## src/rtl/flip_metric_sel_pkg.sv

```systemverilog
// Shared types and widths for the flip-metric selector (LLR store consumer).
package flip_metric_sel_pkg;
  localparam int LLR_W  = 7;
  localparam int POS_W  = 10;
  localparam int MET_W  = 9;
  localparam int MAG_W  = 7;
  localparam int NUM_W  = 3;
  localparam int NPOS   = 6;
  localparam int STAGES = 3;
  localparam logic [POS_W-1:0] CW_LEN  = 10'd1023;
  localparam logic [MET_W-1:0] MET_MAX = '1;

  typedef enum logic [1:0] {IDLE, RUN, FLUSH, DONE} state_t;

  typedef struct packed {
    logic [NUM_W-1:0]            num;
    logic [NPOS-1:0][POS_W-1:0]  pos;
  } cand_t;

  function automatic logic [NUM_W-1:0] clamp_num(input logic [NUM_W-1:0] n);
    return (n > NUM_W'(NPOS)) ? NUM_W'(NPOS) : n;
  endfunction
endpackage

```

## src/rtl/flip_metric_sel_llr_abs_sum.sv

```systemverilog
// Masked |LLR| sum over one candidate's positions; purely combinational.
module llr_abs_sum
  import flip_metric_sel_pkg::*;
(
  input  cand_t                      cand,
  input  logic [NPOS-1:0][LLR_W-1:0] llr,
  output logic [MET_W-1:0]           sum
);
  logic [NPOS-1:0][MAG_W-1:0] mag;

  for (genvar k = 0; k < NPOS; k++) begin : g_lane
    logic [MAG_W-1:0] abs_v;
    logic             use_lane;
    // -64 negates to 7'b1000000, which reads as 64 unsigned
    assign abs_v    = llr[k][LLR_W-1] ? (~llr[k] + 1'b1) : llr[k];
    assign use_lane = (NUM_W'(k) < cand.num) && (cand.pos[k] < CW_LEN);
    assign mag[k]   = use_lane ? abs_v : '0;
  end

  always_comb begin
    sum = '0;
    for (int k = 0; k < NPOS; k++) sum = sum + MET_W'(mag[k]);
  end
endmodule

```

## src/rtl/flip_metric_sel.sv

```systemverilog
// Scores Chase candidates by sum |LLR| and tracks the per-batch minimum.
// Optional FLIP_METRIC_FAIL_EN adds i_cand_fail: failed candidates never win.
module flip_metric_sel
  import flip_metric_sel_pkg::*;
#(
  parameter  int MAX_CAND = 16,
  localparam int CIDX_W   = $clog2(MAX_CAND)
) (
  input  logic              i_clk,
  input  logic              i_rst_n,
  input  logic              i_start,
  input  logic              i_cand_valid,
  output logic              o_cand_ready,
  input  logic              i_cand_last,
  input  logic [NUM_W-1:0]  i_cand_num,
  input  logic [POS_W-1:0]  i_cand_pos0,
  input  logic [POS_W-1:0]  i_cand_pos1,
  input  logic [POS_W-1:0]  i_cand_pos2,
  input  logic [POS_W-1:0]  i_cand_pos3,
  input  logic [POS_W-1:0]  i_cand_pos4,
  input  logic [POS_W-1:0]  i_cand_pos5,
  output logic [POS_W-1:0]  o_llr_pos0,
  output logic [POS_W-1:0]  o_llr_pos1,
  output logic [POS_W-1:0]  o_llr_pos2,
  output logic [POS_W-1:0]  o_llr_pos3,
  output logic [POS_W-1:0]  o_llr_pos4,
  output logic [POS_W-1:0]  o_llr_pos5,
  input  logic [LLR_W-1:0]  i_llr0,
  input  logic [LLR_W-1:0]  i_llr1,
  input  logic [LLR_W-1:0]  i_llr2,
  input  logic [LLR_W-1:0]  i_llr3,
  input  logic [LLR_W-1:0]  i_llr4,
  input  logic [LLR_W-1:0]  i_llr5,
  output logic              o_done,
  output logic              o_best_valid,
  output logic [CIDX_W-1:0] o_best_idx,
  output logic [MET_W-1:0]  o_best_metric,
  output logic [NUM_W-1:0]  o_best_num,
  output logic [POS_W-1:0]  o_best_pos0,
  output logic [POS_W-1:0]  o_best_pos1,
  output logic [POS_W-1:0]  o_best_pos2,
  output logic [POS_W-1:0]  o_best_pos3,
  output logic [POS_W-1:0]  o_best_pos4,
  output logic [POS_W-1:0]  o_best_pos5,
  output logic              o_overflow
`ifdef FLIP_METRIC_FAIL_EN
  ,
  input  logic              i_cand_fail
`endif
);
  localparam logic [CIDX_W:0] CMAX = (CIDX_W+1)'(MAX_CAND);

  state_t                     state_q, state_d;
  logic [1:0]                 flush_q;
  logic [CIDX_W:0]            cnt_q;
  logic                       hs, score, cnt_full, upd, fail_in, started_q;
  logic [STAGES:1]            vld_pipe;
  cand_t [STAGES:1]           cand_pipe;
  logic [STAGES:1][CIDX_W-1:0] idx_pipe;
  logic [STAGES:1]            fail_pipe;
  cand_t                      cand_in;
  logic [NPOS-1:0][LLR_W-1:0] llr_q;
  logic [MET_W-1:0]           sum_s2, sum_q;
  logic [MET_W-1:0]           best_met_q;
  logic                       best_valid_q;
  logic [CIDX_W-1:0]          best_idx_q;
  cand_t                      best_cand_q;
  logic                       ovf_q;

`ifdef FLIP_METRIC_FAIL_EN
  assign fail_in = i_cand_fail;
`else
  assign fail_in = 1'b0;
`endif

  assign cand_in.num = clamp_num(i_cand_num);
  assign cand_in.pos = {i_cand_pos5, i_cand_pos4, i_cand_pos3,
                        i_cand_pos2, i_cand_pos1, i_cand_pos0};

  // i_start wins over a same-cycle handshake
  assign hs       = i_cand_valid && o_cand_ready && !i_start;
  assign cnt_full = (cnt_q == CMAX);
  assign score    = hs && !cnt_full;
  assign upd      = vld_pipe[STAGES] && !fail_pipe[STAGES] && (sum_q < best_met_q);

  always_comb begin
    state_d = state_q;
    case (state_q)
      IDLE:  if (i_start) state_d = RUN;
      RUN:   if (i_start) state_d = RUN;
             else if (hs && i_cand_last) state_d = FLUSH;
      FLUSH: if (i_start) state_d = RUN;
             else if (flush_q == 2'd2) state_d = DONE;
      DONE:  state_d = i_start ? RUN : IDLE;
      default: state_d = IDLE;
    endcase
  end

  always_ff @(posedge i_clk) begin
    if (!i_rst_n) begin
      state_q      <= IDLE;
      flush_q      <= '0;
      cnt_q        <= '0;
      vld_pipe     <= '0;
      started_q    <= 1'b0;
      best_met_q   <= MET_MAX;
      best_valid_q <= 1'b0;
      best_idx_q   <= '0;
      best_cand_q  <= '0;
      ovf_q        <= 1'b0;
    end else begin
      state_q <= state_d;
      flush_q <= (state_q == FLUSH) ? flush_q + 2'd1 : 2'd0;
      if (i_start) begin
        cnt_q        <= '0;
        vld_pipe     <= '0;
        started_q    <= 1'b1;
        best_met_q   <= MET_MAX;
        best_valid_q <= 1'b0;
        best_idx_q   <= '0;
        best_cand_q  <= '0;
        ovf_q        <= 1'b0;
      end else begin
        vld_pipe <= {vld_pipe[STAGES-1:1], score};
        if (hs && !cnt_full) cnt_q <= cnt_q + (CIDX_W+1)'(1);
        if (hs && cnt_full)  ovf_q <= 1'b1;
        if (upd) begin
          best_met_q   <= sum_q;
          best_idx_q   <= idx_pipe[STAGES];
          best_cand_q  <= cand_pipe[STAGES];
          best_valid_q <= 1'b1;
        end
      end
    end
  end

  // Data path carries no reset; vld_pipe alone qualifies it.
  always_ff @(posedge i_clk) begin
    cand_pipe[1] <= cand_in;
    idx_pipe[1]  <= cnt_q[CIDX_W-1:0];
    fail_pipe[1] <= fail_in;
    for (int s = 2; s <= STAGES; s++) begin
      cand_pipe[s] <= cand_pipe[s-1];
      idx_pipe[s]  <= idx_pipe[s-1];
      fail_pipe[s] <= fail_pipe[s-1];
    end
    llr_q <= {i_llr5, i_llr4, i_llr3, i_llr2, i_llr1, i_llr0};
    sum_q <= sum_s2;
  end

  llr_abs_sum u_abs_sum (
    .cand (cand_pipe[2]),
    .llr  (llr_q),
    .sum  (sum_s2)
  );

  assign o_llr_pos0    = i_cand_pos0;
  assign o_llr_pos1    = i_cand_pos1;
  assign o_llr_pos2    = i_cand_pos2;
  assign o_llr_pos3    = i_cand_pos3;
  assign o_llr_pos4    = i_cand_pos4;
  assign o_llr_pos5    = i_cand_pos5;
  assign o_cand_ready  = (state_q == RUN);
  assign o_done        = (state_q == DONE);
  assign o_best_valid  = best_valid_q;
  assign o_best_idx    = best_idx_q;
  assign o_best_metric = started_q ? best_met_q : '0;
  assign o_best_num    = best_cand_q.num;
  assign o_best_pos0   = best_cand_q.pos[0];
  assign o_best_pos1   = best_cand_q.pos[1];
  assign o_best_pos2   = best_cand_q.pos[2];
  assign o_best_pos3   = best_cand_q.pos[3];
  assign o_best_pos4   = best_cand_q.pos[4];
  assign o_best_pos5   = best_cand_q.pos[5];
  assign o_overflow    = ovf_q;
endmodule

```

## config.mk

```make
export PLATFORM = sky130hd
export DESIGN_NAME = flip_metric_sel
export DESIGN_NICKNAME = d
export VERILOG_FILES = /design/src/rtl/flip_metric_sel_pkg.sv /design/src/rtl/flip_metric_sel_llr_abs_sum.sv /design/src/rtl/flip_metric_sel.sv
export SDC_FILE = /design/constraint.sdc
export NUM_CORES = 1
export LEC_CHECK = 0
export CAP_MARGIN = 20
export CORE_MARGIN = 2
export CORE_UTILIZATION = 45
export DETAILED_ROUTE_END_ITERATION = 6
export PLACE_DENSITY = 0.75
export SLEW_MARGIN = 20
export SYNTH_ARGS = -nofsm -noshare
export SYNTH_HDL_FRONTEND = slang
export SYNTH_HIERARCHICAL = 1
export SYNTH_SLANG_ARGS = --single-unit
```

## constraint.sdc

```tcl
create_clock -name i_clk -period 4.1 [get_ports i_clk]
set_input_delay 0.41 -clock i_clk [delete_from_list [all_inputs] [get_ports i_clk]]
set_output_delay 0.41 -clock i_clk [all_outputs]
set_load 0.01 [all_outputs]
```

# Word-level counts from Yosys, hierarchy flattened
# Index checks and enable logic that the tools add are counted.
totals:
  wordCells: 127
  regBits: 343
  out_inout_bits: 140
  inputBits: 110
op_classes:
  bitwise_logic: 7
  order_cmp: 14
  eq_ne: 8
  muxes: 20
  reduce_logical: 18
  addsub: 13
op_table:
  columns: ["cell", "n"]
  rows:
  - ["two-way mux 7 bit", 12]
  - ["less-than comparator 10 bit (second input constant)", 6]
  - ["adder 7 x 1 -> 7 bit (second input constant)", 6]
  - ["inverter 7 bit", 6]
  - ["adder 9 x 7 -> 9 bit", 4]
  - ["logical AND 1 bit", 12]
  - ["two-way mux 2 bit", 5]
  - ["less-than comparator 9 bit", 1]
  - ["two-way mux 9 bit", 1]
  - ["adder 7 x 7 -> 8 bit", 1]
  - ["one-hot mux 2 bit (4 select lines)", 1]
  - ["equality test 2 bit (second input constant)", 3]
  - ["less-than comparator 1 x 3 -> 1 bit (first input constant)", 2]
  - ["less-than comparator 2 x 3 -> 1 bit (first input constant)", 2]
  - ["less-than comparator 3 bit (first input constant)", 2]
  - ["adder 5 x 1 -> 5 bit (second input constant)", 1]
  - ["equality test 5 bit (second input constant)", 1]
  - ["greater-than comparator 3 bit (second input constant)", 1]
  - ["inequality test 3 x 2 -> 1 bit (second input constant)", 1]
  - ["inequality test 3 bit (second input constant)", 1]
  - ["AND reduction 3 bit", 1]
  - ["adder 2 x 1 -> 2 bit (second input constant)", 1]
  - ["equality test 2 x 1 -> 1 bit (second input constant)", 1]
  - ["logical NOT 1 bit", 2]
  - ["other kinds (6)", 6]

# Longest topological paths before layout
# Gate-level depths: netlist of run 1.
depth:
  word_depth: 9
  depth_mapped: 15
  depth_no_buf: 15

# Hierarchy
# Netlist of run 1, hierarchy kept.
modules_own_cells:
  columns: ["mod", "cells_each", "area_per_inst_um2", "n_inst", "seq_area_each_um2"]
  rows:
  - ["flip_metric_sel", 744, 9361.5, 1, 6866.6]
  - ["llr_abs_sum", 279, 2113.3, 1, 0.0]

# Least setup slack after synthesis of run 1
# No wires, ideal clock.
synth_timing:
  kind: "reg-to-reg"
  start: "reg llr_q[7] in the netlist's numbering"
  end: "reg sum_q[8]"
  setup_time_ns: 0.135
  n_path_buf: 0
  synth_period_minus_slack_ns: 3.963
  path_slack_ns: 0.137
  required_ns: 3.965
  path_stages_with_launch: 16
  arrival_ns: 3.828
  path_cell_list: "dfxtp_1 -> inv_1 -> ha_1 -> or3_1 -> a21oi_1 -> fa_1 -> fa_1 -> inv_1 -> fa_1 -> inv_1 -> ha_1 -> inv_1 -> fa_1 -> nand2b_1 -> a2111oi_0 -> a311oi_1"
synth_between:
  elab_chain_cells: 9
synth_lines:
  columns: ["item", "line", "text"]
  rows:
  - ["start: declaration", "flip_metric_sel.sv:62", "logic [NPOS-1:0][LLR_W-1:0] llr_q;"]
  - ["start signal: assignment", "flip_metric_sel.sv:147", "llr_q <= {i_llr5, i_llr4, i_llr3, i_llr2, i_llr1, i_llr0};"]
  - ["inverter 7 bit", "flip_metric_sel_llr_abs_sum.sv:15", "assign abs_v = llr[k][LLR_W-1] ? (~llr[k] + 1'b1) : llr[k];"]
  - ["adder 7 x 1 -> 7 bit", "flip_metric_sel_llr_abs_sum.sv:15", null]
  - ["two-way mux 7 bit *", "flip_metric_sel_llr_abs_sum.sv:15", null]
  - ["two-way mux 7 bit *", "flip_metric_sel_llr_abs_sum.sv:17", "assign mag[k] = use_lane ? abs_v : '0;"]
  - ["adder 7 x 7 -> 8 bit *", "flip_metric_sel_llr_abs_sum.sv:22", "for (int k = 0; k < NPOS; k++) sum = sum + MET_W'(mag[k]);"]
  - ["adder 9 x 7 -> 9 bit * (4 in a row)", "flip_metric_sel_llr_abs_sum.sv:22", null]
  - ["net sum_s2[8]", "flip_metric_sel.sv:63", "logic [MET_W-1:0] sum_s2, sum_q;"]
  - ["end signal: assignment", "flip_metric_sel.sv:148", "sum_q <= sum_s2;"]
  - ["end: declaration", "flip_metric_sel.sv:63", null]
# The timed path passes the listed nets; every way through them passes the cells marked *.
# A chain may end at the register's enable or synchronous reset.

# Worst setup path in the final report of run 1
layout_timing:
  start: "reg cand_pipe[63] in the netlist's numbering"
  end: "reg sum_q[8]"
layout_between:
  elab_chain_cells: 8
layout_lines:
  columns: ["item", "line", "text"]
  rows:
  - ["start: declaration", "flip_metric_sel.sv:58", "cand_t [STAGES:1] cand_pipe;"]
  - ["start signal: indexed assignment", "flip_metric_sel.sv:143", "cand_pipe[s] <= cand_pipe[s-1];"]
  - ["less-than comparator 10 bit", "flip_metric_sel_llr_abs_sum.sv:16", "assign use_lane = (NUM_W'(k) < cand.num) && (cand.pos[k] < CW_LEN);"]
  - ["logical AND 1 bit", "flip_metric_sel_llr_abs_sum.sv:16", null]
  - ["two-way mux 7 bit", "flip_metric_sel_llr_abs_sum.sv:17", null]
  - ["adder 7 x 7 -> 8 bit", "flip_metric_sel_llr_abs_sum.sv:22", null]
  - ["adder 9 x 7 -> 9 bit (4 in a row)", "flip_metric_sel_llr_abs_sum.sv:22", null]
  - ["net sum_s2[8]", "flip_metric_sel.sv:63", null]
# The timed path passes the listed nets, and every way through them passes these cells.

==> impl_metrics.yaml, run 1 <==
global_routing:
  grt_usage_pct: 16.8
  grt_max_degree: 71
  grt.overflow.total: 0
  grt_pass1_vias: 7299
  grt_pass1_wl_um: 35700
  antenna_found_initial: 1
logic_synthesis:
  syn_area_um2: 11500
  postSynth.asyncResetShare_pct: 0
  ys_types: 52
  synth_area_leaders: "dfxtp_1 (60%), mux2i_1 (7.5%), nand2_1 (4.9%), fa_1 (4.9%), buf_4 (4.2%)"
  synth_nets: 1185
  ys.flop_type: "dfxtp_1"
  synth_cells: 1023
  yosysTopAreaCellShare_pct: 59.8
  synth-seq-area-share_pct: 59.8
  synth-edff-count: 0
  yosys_warnings: 6
  synth_top_cell_by_area: "dfxtp_1"
  syn_area_per_cell_um2: 11.2
  ys_ff_latch: 343
worst_setup_path:
  max_stage_delay_ns: 0.55
  cp_data_arrival_time_ns: 4.37
  endpoint_kind: "flop"
  slowest_stage: "fa_1"
  critPathRequiredTime_ns: 4.47
  path_max_fanout: 5
  cp_cell_sequence: "nand4_1, o31ai_4, nor2_2, fa_1, inv_1, fa_1, fa_1, inv_1, ha_2, inv_1, fa_2, nand2b_4, a2111oi_4, a311oi_1"
  worstSetupPathType: "flop to flop"
  cp-start-kind: "flop"
placement:
  io_buffer_count: 249
  hpwlAfterDp_um: 16800
  postPlaceCellArea_um2: 14100
  place.gp.congestion: 0.835
detailed_routing:
  ant_nets: 0
  num_vias: 7433
  drc: 0
  dr.first_iter.drc_count: 349
  wl_um: 22900
  dr.pass1.iters: 5
  wl_per_cell_um: 14.2
  vias_per_cell: 4.60
timing:
  finalSetupTns_ns: 0
  post-route-min-period_ns: 4.00
  slew_viol_final: 0
  worst_pin_slew_ns: 0.946
  skew_ns: 0.0138
  max_freq_mhz: 250
  rsz0062_at_grt: "yes"
  fin_crit_sh_pct: 97.6
  slew_headroom_pct: 36.9
  hold_violations: 0
  finalSetupViolCount: 0
clocking:
  cts_root_buf: "clkbuf_16"
  max-clock-path-buffers: 3
  cts_tree: "built"
  htreeDepth: 2
  cts_sinks: 343
  cts_made_buffers: 34
  clkLatencyLatePin_ns: 0.50
  clk_pin_slew_ns: 0.06
die:
  initial_core_util_pct: 45.7
  rows: 58
  dieArea_um2: 26800
  die_h_um: 164
  dieWidth_um: 164
  core_area_um2: 25100
  ios: 250
layout:
  layout.nets: 1423
  layout-drive-gt1-share_pct: 12.2
  fill_cells: 2000
  areaGrowthSynthToFinish_pct: 35.3
  fin_area_um2: 15500
job:
  drv_cap: 0
pwr:
  power_uw: 7990
  power_leakage_uw: 0.00611
  power_density_nw_per_um2: 515
  peakVddDrop_mv: 0.384
min_path:
  min_path_type: "flop to flop"
run_status:
  status: "finished clean"
report_power, final:
group | switching (uW) | leakage [uW] | internal [uW]
Clock | 1220 | 0.000597 | 2080
Combinational | 531 | 0.00266 | 561
Sequential | 81.2 | 0.00286 | 3510
Total | 1840 | 0.00611 | 6150
registers in the layout, indices dropped and copies added, names as in the netlist, 2 cells and up:
signal / count
vld_pipe: 3
o_best_pos5: 10
idx_pipe: 12
cand_pipe: 189
llr_q: 42
o_best_pos4: 10
o_best_num: 3
best_met_q: 9
flush_q: 2
o_best_pos0: 10
cnt_q: 5
o_best_pos3: 10
state_q: 2
sum_q: 9
o_best_pos1: 10
o_best_idx: 4
o_best_pos2: 10
cell usage in the layout, fill, tap and decap left out, types with 4 or more instances in the layout:
cell type / synthesis / routed
xor2_1: 9 / 9
clkinvlp_4: 0 / 5
o21ai_0: 19 / 16
clkbuf_8: 0 / 7
bufinv_16: 0 / 5
nor2_1: 41 / 39
nor3_1: 6 / 6
or2_2: 12 / 12
a21oi_2: 1 / 7
fa_1: 28 / 27
buf_4: 64 / 41
and2_1: 13 / 13
ha_1: 24 / 19
nand4_1: 15 / 15
nor3b_1: 13 / 12
a21oi_1: 22 / 14
clkdlybuf4s50_1: 0 / 249
clkbuf_16: 0 / 37
dfxtp_2: 0 / 15
nor2b_1: 12 / 11
a31oi_1: 4 / 4
inv_1: 68 / 68
o31ai_1: 10 / 8
or3_1: 13 / 12
nand2_1: 151 / 151
mux2i_1: 86 / 86
dfxtp_1: 343 / 328
per-stage QoR:
step                      hold WS (ns)  cells  utilization [%]  setup slack, ns
after floorplan                  0.310   1023                -            0.137
after global placement           0.310   1553             56.1           -0.196
after detailed placement         0.312   1553             56.1           -0.381
after CTS                        0.319   1614             61.2           0.0119
after global routing             0.322   1617             61.8          -0.0570
final                            0.321   1617             61.8           0.0983
synthesized netlist by cell type, types with 13 or more instances:
master   count
nor2_1      41
ha_1        24
buf_4       64
nand2_1    151
a21oi_1     22
inv_1       68
nor3b_1     13
and2_1      13
mux2i_1     86
fa_1        28
o21ai_0     19
dfxtp_1    343
or3_1       13
nand4_1     15
timing repair:
action | 4_1_cts | 5_1_grt
setup buffers | 0 | 2
gates cloned | 0 | 0
setup endpoints to repair | 3 | 3
resized for setup | 10 | 38
hold buffers | 0 | 0
pin swaps | 0 | 27
cell families after synthesis:
group	synth area share [%]
DFF	59.8
and+or+nand+nor	12.2
buffers and inverters	7.48
muxes	7.50
AOI/OAI and AO/OA	4.55
adders and majority gates	7.50
xor gates and xnor gates	0.916
critical path, delay by kind of cell, from the launching register on:
kind,cells,cell delay [ns]
simple gates,3,0.46
fa+ha+maj,5,2.02
flops,1,0.32
compound gates,3,0.89
buf+inv,3,0.19
layer usage:
layer	vias to the layer above	global-route usage [%]	wire, um
li1	3773	-	-
met1	3416	19.9	9620
met2	194	29.7	11500
met3	50	3.22	1020
met4	0	6.98	744
met5	-	0	0
area by class of cell:
type / instances / area, um2 / share of cell area [%]
diodes: 1 / 2.50 / 0.0161
clock buffers: 47 / 1030 / 6.66
clock inverters: 14 / 211 / 1.36
inverters: 68 / 255 / 1.64
multi-input cells: 524 / 3930 / 25.3
flip-flops and latches: 343 / 6890 / 44.3
well taps: 330 / 413 / 2.66
repair buffers: 290 / 2800 / 18.0
final timing paths:
check | cells after the start | start | slack (ns) | end
worst max register to register | 14 | cand_pipe[63] | 0.1 | sum_q[8]
worst min register to register | 0 | cand_pipe[11] | 0.32 | cand_pipe[74]
worst min-delay path | 0 | cand_pipe[11] | 0.32 | cand_pipe[74]
worst max-delay path | 14 | cand_pipe[63] | 0.1 | sum_q[8]
No activity file was read; power rests on OpenSTA's default activity.
==> run 2: changes to the inputs <==
--- a/config.mk
+++ b/config.mk
@@ -6,10 +6,12 @@
 export NUM_CORES = 1
 export LEC_CHECK = 0
 export CAP_MARGIN = 20
+export CORE_ASPECT_RATIO = 0.75
 export CORE_MARGIN = 2
 export CORE_UTILIZATION = 45
 export DETAILED_ROUTE_END_ITERATION = 6
 export PLACE_DENSITY = 0.75
+export SKIP_LAST_GASP = 1
 export SLEW_MARGIN = 20
 export SYNTH_ARGS = -nofsm -noshare
 export SYNTH_HDL_FRONTEND = slang
==> impl_metrics.yaml, run 2 (synthesis results as in run 1) <==
clocking:
  cts_made_buffers: 31
  max-clock-path-buffers: 3
  cts_root_buf: "clkbuf_16"
  cts_sinks: 343
  clkLatencyLatePin_ns: 0.55
  htreeDepth: 1
  clk_pin_slew_ns: 0.07
  cts_tree: "built"
min_path:
  min_to: "llr_q[29]"
  holdPathStages: 1
  min_from: "i_llr4[1]"
  min_path_type: "primary input to flop"
timing:
  slew_headroom_pct: 33.6
  fin_crit_sh_pct: 98.8
  hold_violations: 0
  worst_pin_slew_ns: 0.995
  post-route-min-period_ns: 4.05
  max_freq_mhz: 247
  rsz0062_at_grt: "yes"
  finalSetupViolCount: 0
  slew_viol_final: 0
  skew_ns: 0.0201
pwr:
  power_leakage_uw: 0.00604
  power_density_nw_per_um2: 510
  peakVddDrop_mv: 0.331
layout:
  diodes: 0
  utilization_pct: 61.6
  top_regs: "cand_pipe x189, llr_q x42, idx_pipe x12"
  final_common_cell: "dfxtp_1"
  top_register: "cand_pipe"
  largest_register_ffs: 189
  areaGrowthSynthToFinish_pct: 34.2
  stdcell_count: 1608
  layout.nets: 1412
  layout-drive-gt1-share_pct: 11.4
  layout_common_cells: "dfxtp_1 (332), clkdlybuf4s50_1 (249), nand2_1 (151)"
worst_setup_path:
  worstReg2RegStart: "cand_pipe[124]"
  critPathRequiredTime_ns: 4.50
  cp_data_arrival_time_ns: 4.46
  r2r-end: "sum_q[8]"
  r2r_slack_ns: 0.05
  rr_worst_depth: 15
  endpoint_kind: "flop"
  worstSetupPathType: "flop to flop"
  path_max_fanout: 7
  cp-start-kind: "flop"
die:
  die_h_um: 142
  core_area_um2: 25000
  ios: 250
  initial_core_util_pct: 45.9
  dieWidth_um: 188
  dieArea_um2: 26800
  rows: 50
detailed_routing:
  vias_per_cell: 4.63
  num_vias: 7438
  wl_um: 24000
  wl_per_cell_um: 15.0
  drc: 0
  dr.first_iter.drc_count: 377
  ant_nets: 0
  dr.pass1.iters: 4
job:
  drv_cap: 0
global_routing:
  grt_usage_pct: 17.8
  grt.overflow.total: 0
  grt_pass1_wl_um: 38300
  grt_max_degree: 63
  antenna_found_initial: 1
  grt_pass1_vias: 7528
placement:
  hpwlAfterDp_um: 17100
  place.gp.congestion: 0.870
  dp_cells: 1553
  io_buffer_count: 249
run_status:
  status: "finished clean"
[run 2: where the power goes]
| group | switching [uW] | total (uW) | internal, uW |
|---|---|---|---|
| registers | 84.5 | 3590 | 3510 |
| clock network | 1200 | 3130 | 1930 |
| logic | 544 | 1140 | 595 |
| total | 1830 | 7860 | 6030 |
[run 2: layout make-up]
type                    count  area [um2]
flip-flops and latches    343        6880
multi-input cells         524        3940
clock buffers              42         877
inverters                  68         255
fillers                  2010        9620
clock inverters            11         238
well taps                 338         423
repair buffers            282        2790
[run 2: worst max-delay path by stage]
stage,cells past startpoint,slack (ns),endpoint,start
2_1_floorplan,15,0.14,sum_q[8],llr_q[7]
3_3_place_gp,14,0.06,sum_q[8],cand_pipe[74]
3_5_place_dp,14,-0.05,sum_q[8],cand_pipe[76]
4_1_cts,13,0.01,sum_q[8],cand_pipe[76]
5_1_grt,14,-0.12,sum_q[8],cand_pipe[74]
6_report,15,0.05,sum_q[8],cand_pipe[124]
[run 2: routing by layer]
metal	GRT usage, %	up-vias	part of all wire, %
li1	-	3745	-
met1	24.6	3427	46
met2	28.5	230	44
met3	4.41	36	7.5
met4	3.78	0	1.9
met5	0	-	0
[run 2: through the flow]
| stage | cell area (um2) | TNS [ns] | total power (uW) | worst slack [ns] | hold WS (ns) |
|---|---|---|---|---|---|
| final | 15400 | 0 | 7860 | 0.0478 | 0.299 |
| after global routing | 15400 | -0.211 | 8220 | -0.122 | 0.281 |
| after CTS | 15200 | 0 | 7760 | 0.0111 | 0.276 |
| after detailed placement | 14100 | -0.0782 | 4620 | -0.0500 | 0.312 |
| after global placement | 14100 | 0 | 4620 | 0.0562 | 0.310 |
| after floorplan | 11500 | 0 | 4220 | 0.137 | 0.310 |
[run 2: timing repair]
| action | in CTS | in global routing |
|---|---|---|
| endpoints found under the setup margin | 2 | 3 |
| hold buffers | 0 | 0 |
| buffers inserted | 0 | 2 |
| gates resized for setup | 9 | 47 |
| pin swaps | 2 | 29 |
[run 2: critical path, stage by stage (launching register included)]
cell       delay, ns
dfxtp_1         0.36
buf_6           0.14
o21a_1          0.16
o31ai_1         0.09
buf_4           0.17
or2_2           0.31
fa_1            0.55
fa_2            0.47
fa_1            0.43
inv_1           0.08
ha_2            0.18
inv_2           0.04
fa_2            0.36
nand2b_4        0.17
a2111oi_4       0.35
a311oi_2        0.06
==> run 3: changes to the inputs <==
--- a/config.mk
+++ b/config.mk
@@ -10,6 +10,7 @@
 export CORE_MARGIN = 2
 export CORE_UTILIZATION = 45
 export DETAILED_ROUTE_END_ITERATION = 6
+export MAX_ROUTING_LAYER = met4
 export PLACE_DENSITY = 0.75
 export SKIP_LAST_GASP = 1
 export SLEW_MARGIN = 20
==> impl_metrics.yaml, run 3 (synthesis results as in run 1) <==
detailed_routing:
  drc: 0
  dr.pass1.iters: 4
  wl_per_cell_um: 14.9
  num_vias: 7436
  ant_nets: 0
  wl_um: 24000
  dr.first_iter.drc_count: 299
  vias_per_cell: 4.60
worst_setup_path:
  r2r_slack_ns: 0.02
  crit_end: "sum_q[8]"
  crit_start: "cand_pipe[73]"
  cp_data_arrival_time_ns: 4.50
  rr_worst_depth: 14
  endpoint_kind: "flop"
  r2r-end: "sum_q[8]"
  critPathRequiredTime_ns: 4.51
  worstSetupPathType: "flop to flop"
  path_max_fanout: 6
  cp-start-kind: "flop"
  worstReg2RegStart: "cand_pipe[73]"
timing:
  post-route-min-period_ns: 4.08
  worst_pin_slew_ns: 0.994
  fin_crit_sh_pct: 99.6
  hold_violations: 0
  max_freq_mhz: 245
  rsz0062_at_grt: "yes"
  skew_ns: 0.00939
  slew_viol_final: 0
  slew_headroom_pct: 33.7
  finalSetupViolCount: 0
global_routing:
  grt_max_degree: 93
  grt_usage_pct: 18.0
  antenna_found_initial: 0
  grt.overflow.total: 0
  grt_pass1_wl_um: 37600
  grt_pass1_vias: 7422
pwr:
  power_leakage_uw: 0.00609
  power_uw: 7930
  peakVddDrop_mv: 0.373
  power_density_nw_per_um2: 510
layout:
  largest_register_ffs: 189
  layout-drive-gt1-share_pct: 12.9
  top_regs: "cand_pipe x189, llr_q x42, idx_pipe x12"
  top_register: "cand_pipe"
  diodes: 0
  final_common_cell: "dfxtp_1"
  areaGrowthSynthToFinish_pct: 35.6
  layout_common_cells: "dfxtp_1 (331), clkdlybuf4s50_1 (249), nand2_1 (151)"
  layout.nets: 1417
  stdcell_count: 1617
  fin_area_um2: 15600
clocking:
  clkLatencyLatePin_ns: 0.55
  htreeDepth: 1
  cts_made_buffers: 31
  cts_root_buf: "clkbuf_16"
  cts_sinks: 343
  max-clock-path-buffers: 3
  cts_tree: "built"
  clk_pin_slew_ns: 0.07
placement:
  io_buffer_count: 249
  place.gp.congestion: 0.886
  postPlaceCellArea_um2: 14100
  hpwlAfterDp_um: 17200
  dp_cells: 1558
run_status:
  status: "finished clean"
die:
  core_area_um2: 25000
  die_h_um: 142
  initial_core_util_pct: 45.9
  dieArea_um2: 26800
  dieWidth_um: 188
  ios: 250
  rows: 50
min_path:
  holdPathStages: 1
  min_path_type: "primary input to flop"
job:
  drv_cap: 0
## run 3: metrics by stage
step | hold slack (ns) | setup slack, ns | util, % | setup TNS (ns)
final | 0.296 | 0.0176 | 62.2 | 0
after global routing | 0.272 | -0.0799 | 62.2 | -0.137
after CTS | 0.274 | -0.0198 | 60.9 | -0.0198
after detailed placement | 0.312 | -0.0659 | 56.3 | -0.0766
after global placement | 0.310 | 0.00991 | 56.3 | 0
after floorplan | 0.310 | 0.137 | - | 0
## run 3: final cells by class
| type | instances | area [um2] |
|---|---|---|
| inverters | 68 | 255 |
| multi-input cells | 524 | 4060 |
| fillers | 1930 | 9460 |
| flip-flops and latches | 343 | 6880 |
| clock inverters | 16 | 279 |
| clock buffers | 41 | 863 |
| well taps | 338 | 423 |
| repair buffers | 287 | 2800 |
## run 3: layer usage
layer	vias to the layer above	track usage (%)	wire length (um)	share of wire, %
li1	3756	-	-	-
met2	221	27.8	10600	44
met4	0	4.65	579	2.4
met5	-	-	0	0
met1	3412	24.1	11300	47
met3	47	3.99	1580	6.6
## run 3: worst min-delay path by stage
stage	to	slack, ns	start
2_1_floorplan	cand_pipe[100]	0.31	cand_pipe[37]
3_3_place_gp	cand_pipe[111]	0.31	cand_pipe[48]
3_5_place_dp	cand_pipe[101]	0.31	cand_pipe[38]
4_1_cts	llr_q[17]	0.27	i_llr2[3]
5_1_grt	llr_q[30]	0.27	i_llr4[2]
6_report	llr_q[13]	0.30	i_llr1[6]
## run 3: timing repair
action	in CTS	in global routing
hold buffers	0	0
setup endpoints to repair	2	3
cloned	0	0
hold endpoints to repair	0	0
setup buffers	0	3
pin swaps	1	30
gates resized for setup	7	69
## run 3: critical path: stages, from the launching register on
cell and delay, ns:
dfxtp_1 0.33, nand4_1 0.30, o32ai_4 0.50, nor2_2 0.10, fa_2 0.53, inv_1 0.05, fa_1 0.52, fa_1 0.45
inv_1 0.07, ha_1 0.16, inv_1 0.06, fa_2 0.34, nand2b_4 0.16, a2111oi_4 0.31, a311oi_2 0.08
## run 3: report_power, final
part           total [uW]  switching [uW]  leakage (uW)  internal (uW)
sequential           3590            82.5       0.00286           3510
combinational        1190             570       0.00268            619
clock                3150            1220      0.000553           1930
